[src/rtl/baud_rate_controller.sv]
// baud_rate_controller: 16x oversample tick generator with handshaked divisor changes applied at idle tick boundaries.
// Define BAUD_FRAC_EN to add a 4-bit fractional divisor (cfg_frac) driven by a phase accumulator.
module baud_rate_controller #(
  parameter int N = 16,
  parameter logic [N-1:0] DEF_DIV = 651,
  parameter int SETTLE_TICKS = 16
) (
  input  logic         clk_100MHz,
  input  logic         reset,
  input  logic [N-1:0] cfg_div,
`ifdef BAUD_FRAC_EN
  input  logic [3:0]   cfg_frac,
`endif
  input  logic         cfg_valid,
  output logic         cfg_ready,
  input  logic         uart_busy,
  output logic         tick,
  output logic [N-1:0] cur_div,
  output logic         cfg_done,
  output logic         cfg_err
);
  localparam int SW = $clog2(SETTLE_TICKS + 1);
  typedef enum logic [1:0] {RUN, DRAIN, LOAD, SETTLE} state_t;
  state_t state, state_nx;
  logic [N-1:0] counter, pend_div, period;
  logic [SW-1:0] settle_cnt;
  logic itick, accept, good_div, last_settle;
`ifdef BAUD_FRAC_EN
  logic [3:0] cur_frac, pend_frac, acc;
  logic ext;
  assign period = cur_div + N'(ext);
`else
  assign period = cur_div;
`endif
  assign itick = counter == period - N'(1);
  assign cfg_ready = state == RUN;
  assign tick = itick && (state == RUN || state == DRAIN);
  assign accept = cfg_ready && cfg_valid;
  assign good_div = cfg_div >= N'(2);
  assign last_settle = state == SETTLE && itick && settle_cnt == SW'(SETTLE_TICKS - 1);
  always_comb begin
    state_nx = state;
    state_nx = (state == RUN && accept && good_div) ? DRAIN :
               (state == DRAIN && itick && !uart_busy) ? LOAD :
               (state == LOAD) ? SETTLE :
               last_settle ? RUN : state;
  end
  always_ff @(posedge clk_100MHz or posedge reset) begin
    if (reset) begin
      state      <= RUN;
      counter    <= '0;
      cur_div    <= DEF_DIV;
      pend_div   <= DEF_DIV;
      settle_cnt <= '0;
      cfg_done   <= 1'b0;
      cfg_err    <= 1'b0;
    end else begin
      state    <= state_nx;
      counter  <= (state == LOAD || itick) ? '0 : counter + N'(1);
      cfg_err  <= accept && !good_div;
      cfg_done <= last_settle;
      if (accept && good_div) pend_div <= cfg_div;
      if (state == LOAD) begin
        cur_div    <= pend_div;
        settle_cnt <= '0;
      end else if (state == SETTLE && itick) settle_cnt <= settle_cnt + SW'(1);
    end
  end
`ifdef BAUD_FRAC_EN
  // a carry out of the phase accumulator stretches the following period by one cycle
  always_ff @(posedge clk_100MHz or posedge reset) begin
    if (reset) begin
      cur_frac  <= '0;
      pend_frac <= '0;
      acc       <= '0;
      ext       <= 1'b0;
    end else begin
      if (accept && good_div) pend_frac <= cfg_frac;
      if (state == LOAD) begin
        cur_frac <= pend_frac;
        acc      <= '0;
        ext      <= 1'b0;
      end else if (itick) {ext, acc} <= 5'(acc) + 5'(cur_frac);
    end
  end
`endif
endmodule

[config.mk]
export PLATFORM = sky130hd
export DESIGN_NAME = baud_rate_controller
export DESIGN_NICKNAME = d
export VERILOG_FILES = /design/src/rtl/baud_rate_controller.sv
export SDC_FILE = /design/constraint.sdc
export NUM_CORES = 1
export LEC_CHECK = 0
export CORE_ASPECT_RATIO = 1.2
export CORE_MARGIN = 2
export CORE_UTILIZATION = 25
export CTS_BUF_LIST = sky130_fd_sc_hd__clkbuf_8 sky130_fd_sc_hd__clkbuf_16
export CTS_CLUSTER_DIAMETER = 200
export DETAILED_ROUTE_END_ITERATION = 6
export GPL_ROUTABILITY_DRIVEN = 0
export PLACE_DENSITY = 0.42
export SLEW_MARGIN = 20
export SYNTH_ARGS = -nofsm -noshare
export SYNTH_HDL_FRONTEND = slang
export SYNTH_SLANG_ARGS = --single-unit
[constraint.sdc]
create_clock -name clk_100MHz -period 3.6 [get_ports clk_100MHz]
set_clock_uncertainty 0.2 [all_clocks]
set_input_delay 0.36 -clock clk_100MHz [delete_from_list [all_inputs] [get_ports clk_100MHz]]
set_output_delay 0.36 -clock clk_100MHz [all_outputs]
set_load 0.02 [all_outputs]
==> flow_summary.yaml, run 1 <==
floorplan:
  dieHeight_um: 125.9
  die_w_um: 105.6
  die_area_sq_um: 13290
  io_pins: 40
  start_util_pct: 25.55
  fp-row-count: 44
  core_region_area_sq_um: 12110
setup_path:
  crit_path_end_kind: "primary output"
  path_class: "reg -> out"
  ff2ff_path_depth: 8
  startpoint_type: "flop"
  max_stage_delay_ns: 0.62
  crit_slowest_cell: "or4_1"
  critical_path.max_fanout: 8
  crit_chain: "or4_1 -> o41ai_1 -> o32ai_1 -> mux2i_1 -> nand3_2 -> nor2_1 -> dlygate4sd2_1"
  arrival_ns: 2.84
  required_ns: 3.04
timing:
  rsz0062_at_grt: "false"
  tns_ns: 0
  slew_viol_final: 0
  max_slew_margin_pct: 50.00
  worst_pin_slew_ns: 0.7500
  period_share_pct: 94.41
  finalSetupViolations: 0
  fmax_mhz: 294.2
  hold_viol_final: 0
  period_needed_ns: 3.399
drt:
  route.vias.total: 2473
  wire_per_inst_um: 14.59
  drt_pass1_iterations: 4
  drt_wl_total_um: 7803
  final_antenna_net_count: 0
  drc: 0
  vias_per_cell: 4.622
  drt_iter0_drc: 114
global_route:
  antenna_found_initial: 0
  grt_pass1_vias: 2427
  overflow: 0
  grt_pass1_wl_um: 13030
  grt_max_degree: 58
  gr-usage-all-layers_pct: 12.77
run_status:
  status: "finished clean"
flow_run:
  drv_cap: 0
logic_synthesis:
  synthFlopType: "dfrtp_1"
  synth_top_area_cell: "dfrtp_1"
  synth_nets: 353
  synth_common_cells: "nand2_1 (58), dfrtp_1 (47), nor2_1 (28), nand3_1 (20)"
  yosys.area.top_type_share_pct: 38.01
  async_flop_share_pct: 100.0
  ys_seq_area_share_pct: 46.50
  synthTopCellsByArea: "dfrtp_1 (38%), dfstp_2 (8.5%), nand2_1 (7.0%), mux2_2 (5.8%), xor2_1 (5.1%)"
  ys.warnings.count: 0
  synth_area_per_cell_sq_um: 9.405
  synth_edf_count: 0
  synth_seq_cells: 57
  synth_most_common_cell: "nand2_1"
  synth_area_sq_um: 3094
  synth.distinct_cells: 51
  netlist_instances: 329
final_layout:
  antenna_cells: 0
  final_core_util_pct: 32.74
  drive_gt1_share_pct: 16.31
  final_nets: 393
  area_growth_pct: 28.14
pwr:
  power.leakage_nw: 1.743
  ir_drop_v: 0.0002014
  p_per_area_nw_per_um2: 368.1
clock_tree:
  htree_levels: 3
  clkTransAtPathRegs_ns: 0.05
  clock_path_buffers: 2
  root_buffer: "clkbuf_16"
  cts_buffers: 9
  clock-sinks: 57
  cts_tree: "built"
  clkLatencyLatePin_ns: 0.33
place:
  hpwl_um: 5674
  io_buffers: 39
worst_hold_path:
  worstHoldPathType: "reg -> reg"
  min_path_cells: 2
[layout by cell type (no fill, tap or decap), types with 3 or more instances in the layout]
cell type and instances:
nand2_1 58, dfrtp_1 47, clkdlybuf4s50_1 38, nor2_1 28, nand3_1 19, xor2_1 18
mux2_2 16, xnor2_1 13, buf_4 11, dfstp_2 10, o21ai_0 9, clkbuf_16 9
nor4_1 8, inv_1 7, and3_1 7, nor3_1 6, nand4_1 5, or3_1 4
a211oi_1 4, ha_1 4, nand2b_1 3, clkinv_2 3
[worst max-delay path: cells and delay by family, from the launching register on]
kind / cells / cell delay, ns
mux: 1 / 0.26
buf+inv: 1 / 0.34
simple gates: 3 / 0.92
flops: 1 / 0.46
compound gates: 2 / 0.52
[path summary, 6_finish.rpt]
| check | startpoint | end | slack [ns] |
|---|---|---|---|
| max in group asynchronous | reset | counter[10] | 2.33 |
| worst min register to register | pend_div[7] | cur_div[7] | 0.25 |
| worst max register to register | cur_div[5] | state[1] | 0.54 |
| worst min-delay path | pend_div[7] | cur_div[7] | 0.25 |
| min in group asynchronous | reset | settle_cnt[1] | 0.38 |
| worst max-delay path | cur_div[5] | tick | 0.20 |
[cells by family (layout without fill, tap and decap cells)]
| group | count (synthesis) | in the layout | synth area share (%) |
|---|---|---|---|
| compound gates | 38 | 38 | 9.139 |
| xor+xnor | 31 | 31 | 8.775 |
| fa+ha+maj | 4 | 4 | 1.618 |
| buf+inv | 27 | 72 | 3.599 |
| flops | 57 | 57 | 46.50 |
| mux | 18 | 18 | 6.470 |
| simple gates | 154 | 154 | 23.90 |
[per-layer routing]
layer | track usage (%) | vias up | wire length (um)
li1 | - | 1235 | -
met1 | 15.86 | 1174 | 3444
met2 | 20.53 | 50 | 3811
met3 | 2.122 | 14 | 249
met4 | 8.127 | 0 | 297
met5 | 0 | - | 0
[cell type report]
cell class	count	area [sq um]
fillers	1295	8147
multi-input cells	245	1555
flip-flops and latches	57	1439
repair buffers	50	471.7
clock buffers	11	252.7
well taps	161	201.4
clock inverters	5	22.52
inverters	6	22.52
[power breakdown]
group / switching (W) / internal (W) / leakage, nW
Combinational: 0.0000185 / 0.0000196 / 0.856
Clock: 0.000286 / 0.000493 / 0.148
Sequential: 0 / 0.000642 / 0.740
[flip-flops by register name, summed over array words and instances (netlist names)]
signal,flops
counter,16
cur_div,16
pend_div,16
settle_cnt,5
state,2
cfg_done,1
cfg_err,1
[repair_timing]
item | in CTS | in global routing
setup buffers | 0 | 0
gates resized for setup | 2 | 1
endpoints found under the setup margin | 1 | 1
hold buffers | 0 | 0
[metrics by stage]
| stage | cells | setup WS [ns] | hold slack, ns | instance area [sq um] | total power [W] |
|---|---|---|---|---|---|
| global placement | 519 | 0.2560 | 0.2394 | 3680 | 0.0006925 |
| detailed placement | 519 | 0.2267 | 0.2429 | 3680 | 0.0006925 |
| finish | 535 | 0.2013 | 0.2495 | 3965 | 0.001459 |
| global route | 535 | 0.01449 | 0.2625 | 3965 | 0.001518 |
| CTS | 535 | 0.1753 | 0.2517 | 3959 | 0.001490 |
| floorplan | 329 | 0.6654 | 0.2323 | 3094 | 0.0006629 |
No activity file was read; power rests on OpenSTA's default activity.
==> run 2, diff against run 1 <==
--- a/config.mk
+++ b/config.mk
@@ -11,8 +11,8 @@
 export CTS_BUF_LIST = sky130_fd_sc_hd__clkbuf_8 sky130_fd_sc_hd__clkbuf_16
 export CTS_CLUSTER_DIAMETER = 200
 export DETAILED_ROUTE_END_ITERATION = 6
-export GPL_ROUTABILITY_DRIVEN = 0
 export PLACE_DENSITY = 0.42
+export SETUP_SLACK_MARGIN = 0.2
 export SLEW_MARGIN = 20
 export SYNTH_ARGS = -nofsm -noshare
 export SYNTH_HDL_FRONTEND = slang
==> run 2 against run 1 <==
Net effect:
- critical path depth up 1
- cell count did not move
- combinational power hardly changed
- routed wire length about the same
- flip-flop and latch count unchanged
- non-clock buffer count unchanged
- die area unchanged
- clock-buffer cell count did not move
- core utilization hardly changed
==> flow_summary.yaml, run 2 (same netlist as run 1, synthesis figures left out) <==
run_status:
  status: "finished clean"
setup_path:
  arrival_ns: 2.63
  ff2ff_path_depth: 8
  startpoint_type: "flop"
  crit_path_end_kind: "primary output"
  critical_path.max_fanout: 8
  required_ns: 3.04
  ff2ff_setup_slack_ns: 0.58
  path_class: "reg -> out"
global_route:
  overflow: 0
  grt_pass1_wl_um: 13030
  grt_pass1_vias: 2427
  antenna_found_initial: 0
  grt_max_degree: 58
  gr-usage-all-layers_pct: 12.77
final_layout:
  mostFrequentLayoutCells: "nand2_1 (58), dfrtp_1 (45), clkdlybuf4s50_1 (38), nor2_1 (28), nand3_1 (19)"
  multi_input_area_sq_um: 1559
  antenna_cells: 0
  final.fill_count: 1302
  area_growth_pct: 28.22
  top_regs: "counter x16, cur_div x16, pend_div x16"
  layout_commonest_cell: "nand2_1"
  final_nets: 393
  seqCellArea_sq_um: 1441
  drive_gt1_share_pct: 17.38
timing:
  rsz0062_at_grt: "false"
  worst_pin_slew_ns: 0.7517
  slew_viol_final: 0
  setup_slack_ns: 0.4104
  fmax_mhz: 313.5
  period_needed_ns: 3.190
  tns_ns: 0
  finalSetupViolations: 0
  max_slew_margin_pct: 49.89
  period_share_pct: 88.60
  hold_viol_final: 0
clock_tree:
  post-cts-setup-buffers: 0
  root_buffer: "clkbuf_16"
  clkLatencyLatePin_ns: 0.33
  postCtsHoldBufs: 0
  clock-sinks: 57
  htree_levels: 3
  clock_path_buffers: 2
  cts_tree: "built"
  cts_buffers: 9
  clkTransAtPathRegs_ns: 0.05
pwr:
  power.leakage_nw: 1.736
  p_per_area_nw_per_um2: 368.3
  ir_drop_v: 0.0002033
floorplan:
  start_util_pct: 25.55
  core_region_area_sq_um: 12110
  die_w_um: 105.6
  dieHeight_um: 125.9
  die_area_sq_um: 13290
  io_pins: 40
  fp-row-count: 44
place:
  post-place-ws_ns: 0.2267
  gp_congestion: 0.8244
  hpwl_um: 5674
  io_buffers: 39
drt:
  drc: 0
  drt_pass1_iterations: 4
  drt_iter0_drc: 95
  vias_per_cell: 4.628
  wire_per_inst_um: 14.58
  final_antenna_net_count: 0
  route.vias.total: 2476
  drt_wl_total_um: 7802
flow_run:
  drv_cap: 0
worst_hold_path:
  min_path_cells: 2
  worstHoldPathType: "reg -> reg"
## run 2: through the flow
step	power, W	std cells	utilization [%]	hold WS (ns)	cell area (sq um)
after floorplan	0.0006629	329	-	0.2323	3094
after global placement	0.0006925	519	30.38	0.2394	3680
after detailed placement	0.0006925	519	30.38	0.2429	3680
after CTS	0.001490	535	32.71	0.2517	3961
after global routing	0.001518	535	32.76	0.2625	3968
final	0.001461	535	32.76	0.2497	3968
## run 2: cell type report
class / instances / area share, %
multi-input cells: 245 / 39.29
inverters: 6 / 0.5676
repair buffers: 50 / 11.79
clock inverters: 5 / 0.5676
flip-flops and latches: 57 / 36.33
well taps: 161 / 5.077
clock buffers: 11 / 6.370
## run 2: metal layers
metal  vias up  global-route usage [%]  part of all wire [%]
met5         -                       0                     0
met4         0                   8.127                   3.8
met3        14                   2.122                   2.7
met2        42                   20.53                    49
met1      1185                   15.86                    44
li1       1235                       -                     -
## run 2: final timing paths
path / from / endpoint
hold reg to reg: pend_div[7] / cur_div[7]
setup / recovery: cur_div[9] / tick
hold / removal: pend_div[7] / cur_div[7]
min in group asynchronous: reset / cfg_err
setup reg to reg: cur_div[5] / state[1]
max in group asynchronous: reset / cur_div[11]
## run 2: where the power goes
group	switching [W]	total (W)	internal [W]
sequential	0	0.000642	0.000642
combinational	0.0000186	0.0000382	0.0000196
clock	0.000287	0.000780	0.000493
## run 2: critical path, stage by stage (launching register included)
cell,delay (ns)
dfstp_2,0.40
or4_1,0.54
or3_1,0.32
a211o_1,0.33
nand2_1,0.08
and4b_1,0.20
nand3_2,0.13
nor2_1,0.12
buf_2,0.17
## run 2: repair_timing
item	in CTS	in global routing
cloned	0	0
endpoints found under the hold margin	0	0
pin swaps	0	1
endpoints found under the setup margin	1	1
gates resized for setup	4	5
